### src/rtl/iir_coeff_ctrl.sv
// Runtime coefficient controller for a cascaded-SOS IIR filter.
// Holds a shadow and an active coefficient bank, feeds the active bank to the
// filter and sequences a glitch-free bank swap: gate samples, drain the filter
// pipeline, swap, then hold the filter state clear for a few cycles.
// Optional build macro: IIR_COEFF_READBACK_EN adds a registered read port
// (rd_addr, rd_bank, rd_data) onto either bank.
module iir_coeff_ctrl #(
    parameter int  Nsos   = 3,
    parameter int  Ncint  = 4,
    parameter int  Ncfrac = 14,
    parameter int  Nlat   = 16,
    parameter int  Nflush = 4,
    // Reset contents of both banks, per section {b0, b1, b2, a0, a1, a2}.
    // Section 2 deliberately holds out-of-range taps that saturate.
    parameter real coeff [0:Nsos-1][0:5] = '{
        '{0.0625, 0.125, 0.0625, 1.0, -1.8066406250, 0.83},
        '{0.25,  -0.5,   0.25,   1.0, -1.5,          0.5625},
        '{1.0,    9.0,  -9.0,    1.0, -0.75,         0.125}
    },
    localparam int Ncoef = 6 * Nsos,
    localparam int Wc    = Ncint + Ncfrac,
    localparam int AW    = $clog2(Ncoef)
) (
    input  logic                clk,
    input  logic                rst,
    input  logic                wr_en,
    input  logic [AW-1:0]       wr_addr,
    input  logic [Wc-1:0]       wr_data,
    output logic                wr_err,
    input  logic                commit,
    output logic                busy,
    output logic                commit_done,
    input  logic                dv_in,
    input  logic [17:0]         d_in,
    output logic                dv_filt,
    output logic [17:0]         d_filt,
    output logic                filt_clr,
    output logic [Ncoef*Wc-1:0] coeff_act,
    output logic [15:0]         drop_cnt
`ifdef IIR_COEFF_READBACK_EN
    ,
    input  logic [AW-1:0]       rd_addr,
    input  logic                rd_bank,
    output logic [Wc-1:0]       rd_data
`endif
);

    // Counter must hold the larger of the two load values (Nlat-1, Nflush-1).
    localparam int CW = $clog2(((Nlat > Nflush) ? Nlat : Nflush) + 1);

    typedef enum logic [1:0] {
        IDLE  = 2'd0,
        DRAIN = 2'd1,
        SWAP  = 2'd2,
        FLUSH = 2'd3
    } state_t;

    // Quantise the real reset table: round to nearest, saturate to Wc bits.
    function automatic logic [Ncoef*Wc-1:0] init_bank();
        logic [Ncoef*Wc-1:0] bank;
        real                 scaled;
        longint              q;
        longint              qmax;
        longint              qmin;
        bank = '0;
        qmax = (64'sd1 <<< (Wc - 1)) - 64'sd1;
        qmin = -(64'sd1 <<< (Wc - 1));
        for (int s = 0; s < Nsos; s++) begin
            for (int t = 0; t < 6; t++) begin
                scaled = coeff[s][t] * (2.0 ** Ncfrac);
                if (scaled >= real'(qmax)) begin
                    q = qmax;
                end else if (scaled <= real'(qmin)) begin
                    q = qmin;
                end else begin
                    q = longint'(scaled);
                end
                bank[(6 * s + t) * Wc +: Wc] = q[Wc-1:0];
            end
        end
        return bank;
    endfunction

    localparam logic [Ncoef*Wc-1:0] INIT_BANK = init_bank();

    state_t              state_r;
    state_t              next_state_s;
    logic [CW-1:0]       cnt_r;
    logic [CW-1:0]       cnt_next_s;
    logic [Ncoef*Wc-1:0] shadow_r;
    logic                addr_ok_s;

    // Write address range check, shared by the shadow write and wr_err.
    always_comb begin
        addr_ok_s = 1'b0;
        if (int'(wr_addr) < Ncoef) begin
            addr_ok_s = 1'b1;
        end else begin
            addr_ok_s = 1'b0;
        end
    end

    // Next-state and sequencing counter: drain Nlat cycles, swap, flush Nflush cycles.
    always_comb begin
        next_state_s = state_r;
        cnt_next_s   = cnt_r;
        case (state_r)
            IDLE: begin
                if (commit) begin
                    next_state_s = DRAIN;
                    cnt_next_s   = CW'(Nlat - 1);
                end else begin
                    next_state_s = IDLE;
                    cnt_next_s   = '0;
                end
            end
            DRAIN: begin
                if (cnt_r == '0) begin
                    next_state_s = SWAP;
                    cnt_next_s   = '0;
                end else begin
                    next_state_s = DRAIN;
                    cnt_next_s   = cnt_r - CW'(1);
                end
            end
            SWAP: begin
                next_state_s = FLUSH;
                cnt_next_s   = CW'(Nflush - 1);
            end
            FLUSH: begin
                if (cnt_r == '0) begin
                    next_state_s = IDLE;
                    cnt_next_s   = '0;
                end else begin
                    next_state_s = FLUSH;
                    cnt_next_s   = cnt_r - CW'(1);
                end
            end
            default: begin
                next_state_s = IDLE;
                cnt_next_s   = '0;
            end
        endcase
    end

    // FSM state and counter register.
    always_ff @(posedge clk) begin
        if (rst) begin
            state_r <= IDLE;
            cnt_r   <= '0;
        end else begin
            state_r <= next_state_s;
            cnt_r   <= cnt_next_s;
        end
    end

    // Registered status outputs derived from the upcoming state.
    always_ff @(posedge clk) begin
        if (rst) begin
            busy        <= 1'b0;
            filt_clr    <= 1'b0;
            commit_done <= 1'b0;
        end else begin
            busy        <= (next_state_s != IDLE);
            filt_clr    <= (next_state_s == FLUSH);
            commit_done <= (state_r == FLUSH) && (next_state_s == IDLE);
        end
    end

    // Sample gate: pass in IDLE, otherwise discard and count drops.
    always_ff @(posedge clk) begin
        if (rst) begin
            dv_filt  <= 1'b0;
            d_filt   <= 18'd0;
            drop_cnt <= 16'd0;
        end else if (state_r == IDLE) begin
            dv_filt <= dv_in;
            d_filt  <= d_in;
            if (commit) begin
                drop_cnt <= 16'd0;
            end else begin
                drop_cnt <= drop_cnt;
            end
        end else begin
            dv_filt <= 1'b0;
            d_filt  <= 18'd0;
            if (dv_in && (drop_cnt != 16'hFFFF)) begin
                drop_cnt <= drop_cnt + 16'd1;
            end else begin
                drop_cnt <= drop_cnt;
            end
        end
    end

    // Coefficient banks: shadow takes writes in any state; active loads on SWAP.
    // SWAP reads the shadow before this cycle's write lands (non-blocking).
    always_ff @(posedge clk) begin
        if (rst) begin
            shadow_r  <= INIT_BANK;
            coeff_act <= INIT_BANK;
            wr_err    <= 1'b0;
        end else begin
            if (wr_en && addr_ok_s) begin
                shadow_r[int'(wr_addr) * Wc +: Wc] <= wr_data;
            end else begin
                shadow_r <= shadow_r;
            end
            wr_err <= wr_en && !addr_ok_s;
            if (state_r == SWAP) begin
                coeff_act <= shadow_r;
            end else begin
                coeff_act <= coeff_act;
            end
        end
    end

`ifdef IIR_COEFF_READBACK_EN
    // Registered readback; a same-cycle write is not yet visible.
    always_ff @(posedge clk) begin
        if (rst) begin
            rd_data <= '0;
        end else if (int'(rd_addr) >= Ncoef) begin
            rd_data <= '0;
        end else if (rd_bank) begin
            rd_data <= shadow_r[int'(rd_addr) * Wc +: Wc];
        end else begin
            rd_data <= coeff_act[int'(rd_addr) * Wc +: Wc];
        end
    end
`endif

endmodule
### config.mk
export PLATFORM = sky130hd
export DESIGN_NAME = iir_coeff_ctrl
export DESIGN_NICKNAME = d
export VERILOG_FILES = /design/src/rtl/iir_coeff_ctrl.sv
export SDC_FILE = /design/constraint.sdc
export NUM_CORES = 2
export LEC_CHECK = 0
export CORE_ASPECT_RATIO = 1.4
export CORE_MARGIN = 4
export CORE_UTILIZATION = 65
export DETAILED_ROUTE_END_ITERATION = 6
export DONT_BUFFER_PORTS = 1
export GPL_TIMING_DRIVEN = 0
export PLACE_DENSITY = 0.87
export SYNTH_ARGS = -nofsm -noshare
export SYNTH_HDL_FRONTEND = slang
export SYNTH_SLANG_ARGS = --single-unit
### constraint.sdc
create_clock -name clk -period 13.9 [get_ports clk]
set_clock_uncertainty 0.2 [all_clocks]
set_input_delay 2.78 -clock clk [delete_from_list [all_inputs] [get_ports clk]]
set_output_delay 2.78 -clock clk [all_outputs]
set_load 0.02 [all_outputs]
Yosys cells after proc, flatten, opt, wreduce, memory -nomap -nowiden
Index checks and enable logic that the tools add are counted.

Flip-flop bits (word level): 694. Output and inout bits: 363. Input bits: 46.

Equal/unequal tests: 6. Bitwise operators: 1. Magnitude comparators: 1. Mux-type cells: 12. Add/sub/neg operators: 3. Shift operators: 2. Reduce and logical (&&, ||, !) cells: 13. Multipliers: 1.

Operator list (count): bitwise mux 324 bit (1); variable shift 18 x 33 -> 324 bit, first input constant (1); indexed part select 18 x 33 -> 324 bit (1); 2-to-1 mux 16 bit (3); negation 10 -> 33 bit (1); adder 16 x 1 -> 16 bit, second input constant (1); inequality test 16 bit, second input constant (1); case mux 5 bit (3 select lines) (1); multiplier 5 x 4 -> 9 bit, second input constant (1); case mux 2 bit (4 select lines) (1); == test 2 bit, second input constant (3); zero test 5 bit (1); < comparator 5 bit, second input constant (1); 2-to-1 mux 5 bit (1); subtractor 5 x 1 -> 5 bit, second input constant (1); logical AND 1 bit (4); zero test 2 bit (2); 2-to-1 mux 2 bit (2); 2-to-1 mux 4 bit (1); nonzero test 2 bit (2); OR reduction 2 bit (2); == test 2 x 1 -> 1 bit, second input constant (1); 2-to-1 mux 1 bit (2); inequality test 2 bit, second input constant (1); other kinds (3) (3).

Depth between registers and ports, before layout
Word-level depth: 5. Mapped depth: 18.

Worst setup path before layout
No wires, ideal clock.

Kind: input-to-reg. Start point: input wr_addr[2]. End point: register shadow_r[240]. Arrival time: 6.374 ns. Path buffers: 6. Setup time: 0.129 ns. Setup slack: 7.196 ns. Stages on the path: 17. Path through: buf_4 buf_2 inv_1 fa_1 buf_2 nor4b_4 nand3_2 nor2_1 ha_1 clkbuf_1 and3_1 clkbuf_1 o21ai_1 clkbuf_1 nor3_1 mux2i_1 nand2_1.

Cells in the longest elaborated chain, start to end: 4.

RTL lines: from (decl) (line 27) `input logic [AW-1:0] wr_addr,`; multiplier 5 x 4 -> 9 bit (line 204) `shadow_r[int'(wr_addr) * Wc +: Wc] <= wr_data;`; negation 10 -> 33 bit (line 204); indexed part select 18 x 33 -> 324 bit / variable shift 18 x 33 -> 324 bit (equally long branches) (line 204); bitwise mux 324 bit (line 204); to (signal, indexed assignment) (line 204); to (signal assigned) (line 206) `shadow_r <= shadow_r;`; to (decl) (line 90) `logic [Ncoef*Wc-1:0] shadow_r;`.

Several ways; a longest one is shown, not always the timed one. A chain may end at the register's enable or synchronous reset.

Worst setup path in the final report
Start point: input wr_addr[2]. End point: register shadow_r[183].

Same word-level chain as after synthesis.

==> reports/results.tsv <==
stage	metric	value	unit
min_path	Hold Crit Class	reg -> reg	
clock_tree	CTS tree	yes	
place	HPWL Detailed	98900	um
route	Initial DRT Pass Iterations	7	
power	Leak	11.6	nW
finish	# fillers	3106	
clock_tree	# hold bufs at CTS	0	
grt	number of global-route vias before repair	28936	
clock_tree	Root Driver	clkbuf_16	
sta	final period utilization	0.592	
min_path	Worst Hold Depth	2	
synthesis	simple-gate area share of the yosys netlist	0.240	
critical_path	startpoint types	input pin	
clock_tree	postcts setup bufs	0	
die	I/O pin count	409	
place	# port buffers	0	
sta	crit path time final	8220	ps
power	VDD IR-drop max	0.115	mV
sta	Setup violations, final	0	
synthesis	mux contribution to synthesized area	0.0839	
run_status	failing checks	DRC, capacitance limit, slew limit	
die	CORE AREA	0.0439	sq mm
synthesis	adder-cell share of the synthesized area	0.00416	
critical_path	RR Startpoint	state_r[1]	
run_status	outcome	complete, but fails checks	
grt	initial antenna violation count	8	
finish	Layout area overhead	10.1	%
synthesis	main flop type after synthesis	dfxtp_1	
clock_tree	cts bufs inserted	59	
critical_path	nature of the critical path endpoint	register	
sta	setup TNS	0	ps
clock_tree	Resize count post-CTS	0	
grt	pin count of the biggest net entering global routing	17	
finish	share of cells above drive strength 1	0.0703	
synthesis	Mapped Nets	3568	
route	First DRT Iteration DRCs	4818	
critical_path	arrival time worst endpoint	8570	ps
synthesis	number of enable flip-flop cells after synthesis	0	
synthesis	Compound-Gate Fraction of Synth Area	0.145	
critical_path	R2R setup slack	10240	ps
synthesis	post-synthesis sequential area ratio	0.481	
sta	Slew @ Worst Pin	1780	ps
clock_tree	CTS Buffer Depth	3	
power	Cell Pwr Density	150	mW/mm^2
grt	gr ovfl total	0	
route	Via density	7.20	
clock_tree	H-Tree Level Count	2	
synthesis	largest family of logic cells by synthesized area	simple AND/OR/NAND/NOR gates	
min_path	hold endpoint	coeff_act[3]	
route	# DRC	11	
sta	RSZ-0062 raised after global routing	false	
route	Total Wirelength	138000	um
synthesis	Post-Syn Area per Cell	8.22	sq um
critical_path	Crit Path Category	in -> reg	
route	number of routed nets with antenna violations	0	
clock_tree	CTS clk-pin slew, worst paths	70	ps
synthesis	xor-xnor portion of the synthesized cell area	0.00806	
route	DR vias	30201	
critical_path	end of the worst register-to-register path	coeff_act[285]	
synthesis	Yosys reg bits	694	
min_path	HP Start	shadow_r[3]	
sta	Max Clock Freq	122	MHz
sta	Final Hold Viols	0	
synthesis	Cells after Synth	3513	
critical_path	worst reg2reg path depth	7	
sta	Slew Viols, Final	98	
critical_path	CP Max Fanout	10	
die	die area	0.0479	sq mm
die	die span in y	257	um
grt	first-pass GRT wire length	194000	um
finish	fin nets	3634	
synthesis	Synth Cell Area	0.0289	sq mm
die	Die Wd	186	um
route	wire length per cell	32.8	um
grt	GRT Total Usage	0.555	
synthesis	Synth cell types	93	
synthesis	Async SR Flop Fraction	0	
clock_tree	clk sink count	694	
clock_tree	Clock Latency Late Sink	650	ps
place	GP Congestion	1.13	
synthesis	Yosys warning count	0	
finish	final core occ	0.723	
run	max_cap viols	18	
sta	relative slew slack	-0.187	
critical_path	CP required	14240	ps
die	# rows	91	
die	Starting Density	0.657	
[cell usage after synthesis (7+ instances only)]
master	n	area, sq um
nand2_1	878	3300
dfxtp_1	694	13900
a21oi_1	367	1840
nor2_1	272	1020
mux2i_1	207	2070
nand3_1	185	926
clkbuf_1	173	649
nor3_1	121	606
o22ai_1	61	382
o21ai_0	53	265
buf_2	51	255
and2_1	32	200
a211oi_1	26	195
and3_1	21	131
o31ai_1	18	135
inv_1	17	63.8
buf_1	15	56.3
o211a_1	15	150
o21ai_1	14	70.1
o221ai_1	14	123
o211ai_1	13	97.6
mux2_2	11	124
nand4_1	11	68.8
or3_1	11	68.8
xor2_1	11	96.3
a21o_1	10	75.1
mux4_2	10	225
xnor2_1	10	87.6
a31oi_1	9	56.3
nand2b_1	9	56.3
nor2b_1	9	56.3
nor3_2	9	90.1
nor3b_1	9	67.6
a22oi_1	8	60.1
ha_1	8	100
a31o_2	7	61.3
[worst max-delay path, stage by stage]
cell and delay (ps):
buf_4 180, buf_2 270, inv_1 180, fa_1 600, buf_2 240, nor4b_4 430
nand3_2 220, nor2_1 140, ha_1 200, clkbuf_1 460, and3_1 320, clkbuf_1 580
o21ai_1 300, clkbuf_1 500, nor3_1 840, mux2i_1 300
[state kept, by name, summed over array words and instances (netlist names)]
register     count
drop_cnt        16
coeff_act      324
wr_err           1
d_filt          18
busy             1
cnt_r            5
state_r          2
commit_done      1
filt_clr         1
dv_filt          1
shadow_r       324
[how the worst max path moves through the flow]
stage / end / from
floorplan: shadow_r[240] / wr_addr[2]
finish: shadow_r[183] / wr_addr[2]
global placement: shadow_r[231] / wr_addr[2]
global route: shadow_r[182] / wr_addr[2]
CTS: shadow_r[230] / wr_addr[2]
detailed placement: shadow_r[231] / wr_addr[2]
[final cells by class]
class	count	area [sq um]	share of cell area
Multi-Input combinational cell	2556	14000	0.439
Clock buffer	82	1710	0.0539
Tap cell	558	698	0.0220
Sequential cell	694	13900	0.437
Antenna cell	12	30.0	0.000945
Buffer	245	1010	0.0318
Timing Repair Buffer	5	52.6	0.00165
Inverter	18	67.6	0.00213
Clock inverter	27	354	0.0111
[power by group]
| part | internal (W) | total (W) | switching, W |
|---|---|---|---|
| registers | 0.00204 | 0.00212 | 0.0000832 |
| clock network | 0.000996 | 0.00178 | 0.000787 |
| logic | 0.000168 | 0.000855 | 0.000688 |
| total | 0.00320 | 0.00476 | 0.00156 |
[logic make-up after synthesis]
family,Yosys count
compound gates,688
fa+ha+maj,9
xor+xnor,24
buf+inv,263
flops,694
mux,228
simple gates,1607
[cells in the final DEF (no fill, tap or decap), types with 13 or more instances in the layout]
cell / synthesis / final
o21ai_1: 14 / 15
o221ai_1: 14 / 14
mux2i_1: 207 / 206
o31ai_1: 18 / 18
and2_1: 32 / 32
o21ai_0: 53 / 52
nor3_1: 121 / 119
buf_2: 51 / 51
nor2_1: 272 / 272
a211oi_1: 26 / 24
buf_1: 15 / 15
o211a_1: 15 / 15
and3_1: 21 / 21
clkbuf_8: 0 / 15
clkbuf_1: 173 / 180
o22ai_1: 61 / 55
nand3_1: 185 / 185
dfxtp_1: 694 / 694
o211ai_1: 13 / 13
inv_1: 17 / 17
clkbuf_16: 0 / 59
nand2_1: 878 / 878
a21oi_1: 367 / 364
[through the flow]
step / std cells / total power [W] / instance area (sq um) / setup slack, ps / hold WS, ps
5_1_grt: 4185 / 0.00481 / 31800 / 5620 / 268
3_5_place_dp: 4073 / 0.00291 / 29600 / 5250 / 244
4_1_cts: 4182 / 0.00463 / 31700 / 5850 / 257
2_1_floorplan: 3513 / 0.00257 / 28900 / 7200 / 227
6_report: 4197 / 0.00476 / 31800 / 5680 / 255
3_3_place_gp: 4071 / 0.00290 / 29600 / 5180 / 235
[routing by layer]
layer / up-vias / routed length, um / GRT usage
li1: 12235 / - / -
met1: 13828 / 41800 / 0.580
met2: 2975 / 57000 / 0.806
met3: 1159 / 20100 / 0.249
met4: 4 / 18600 / 0.535
met5: - / 40 / 0.0137
Power figures use the tool's default switching activity.
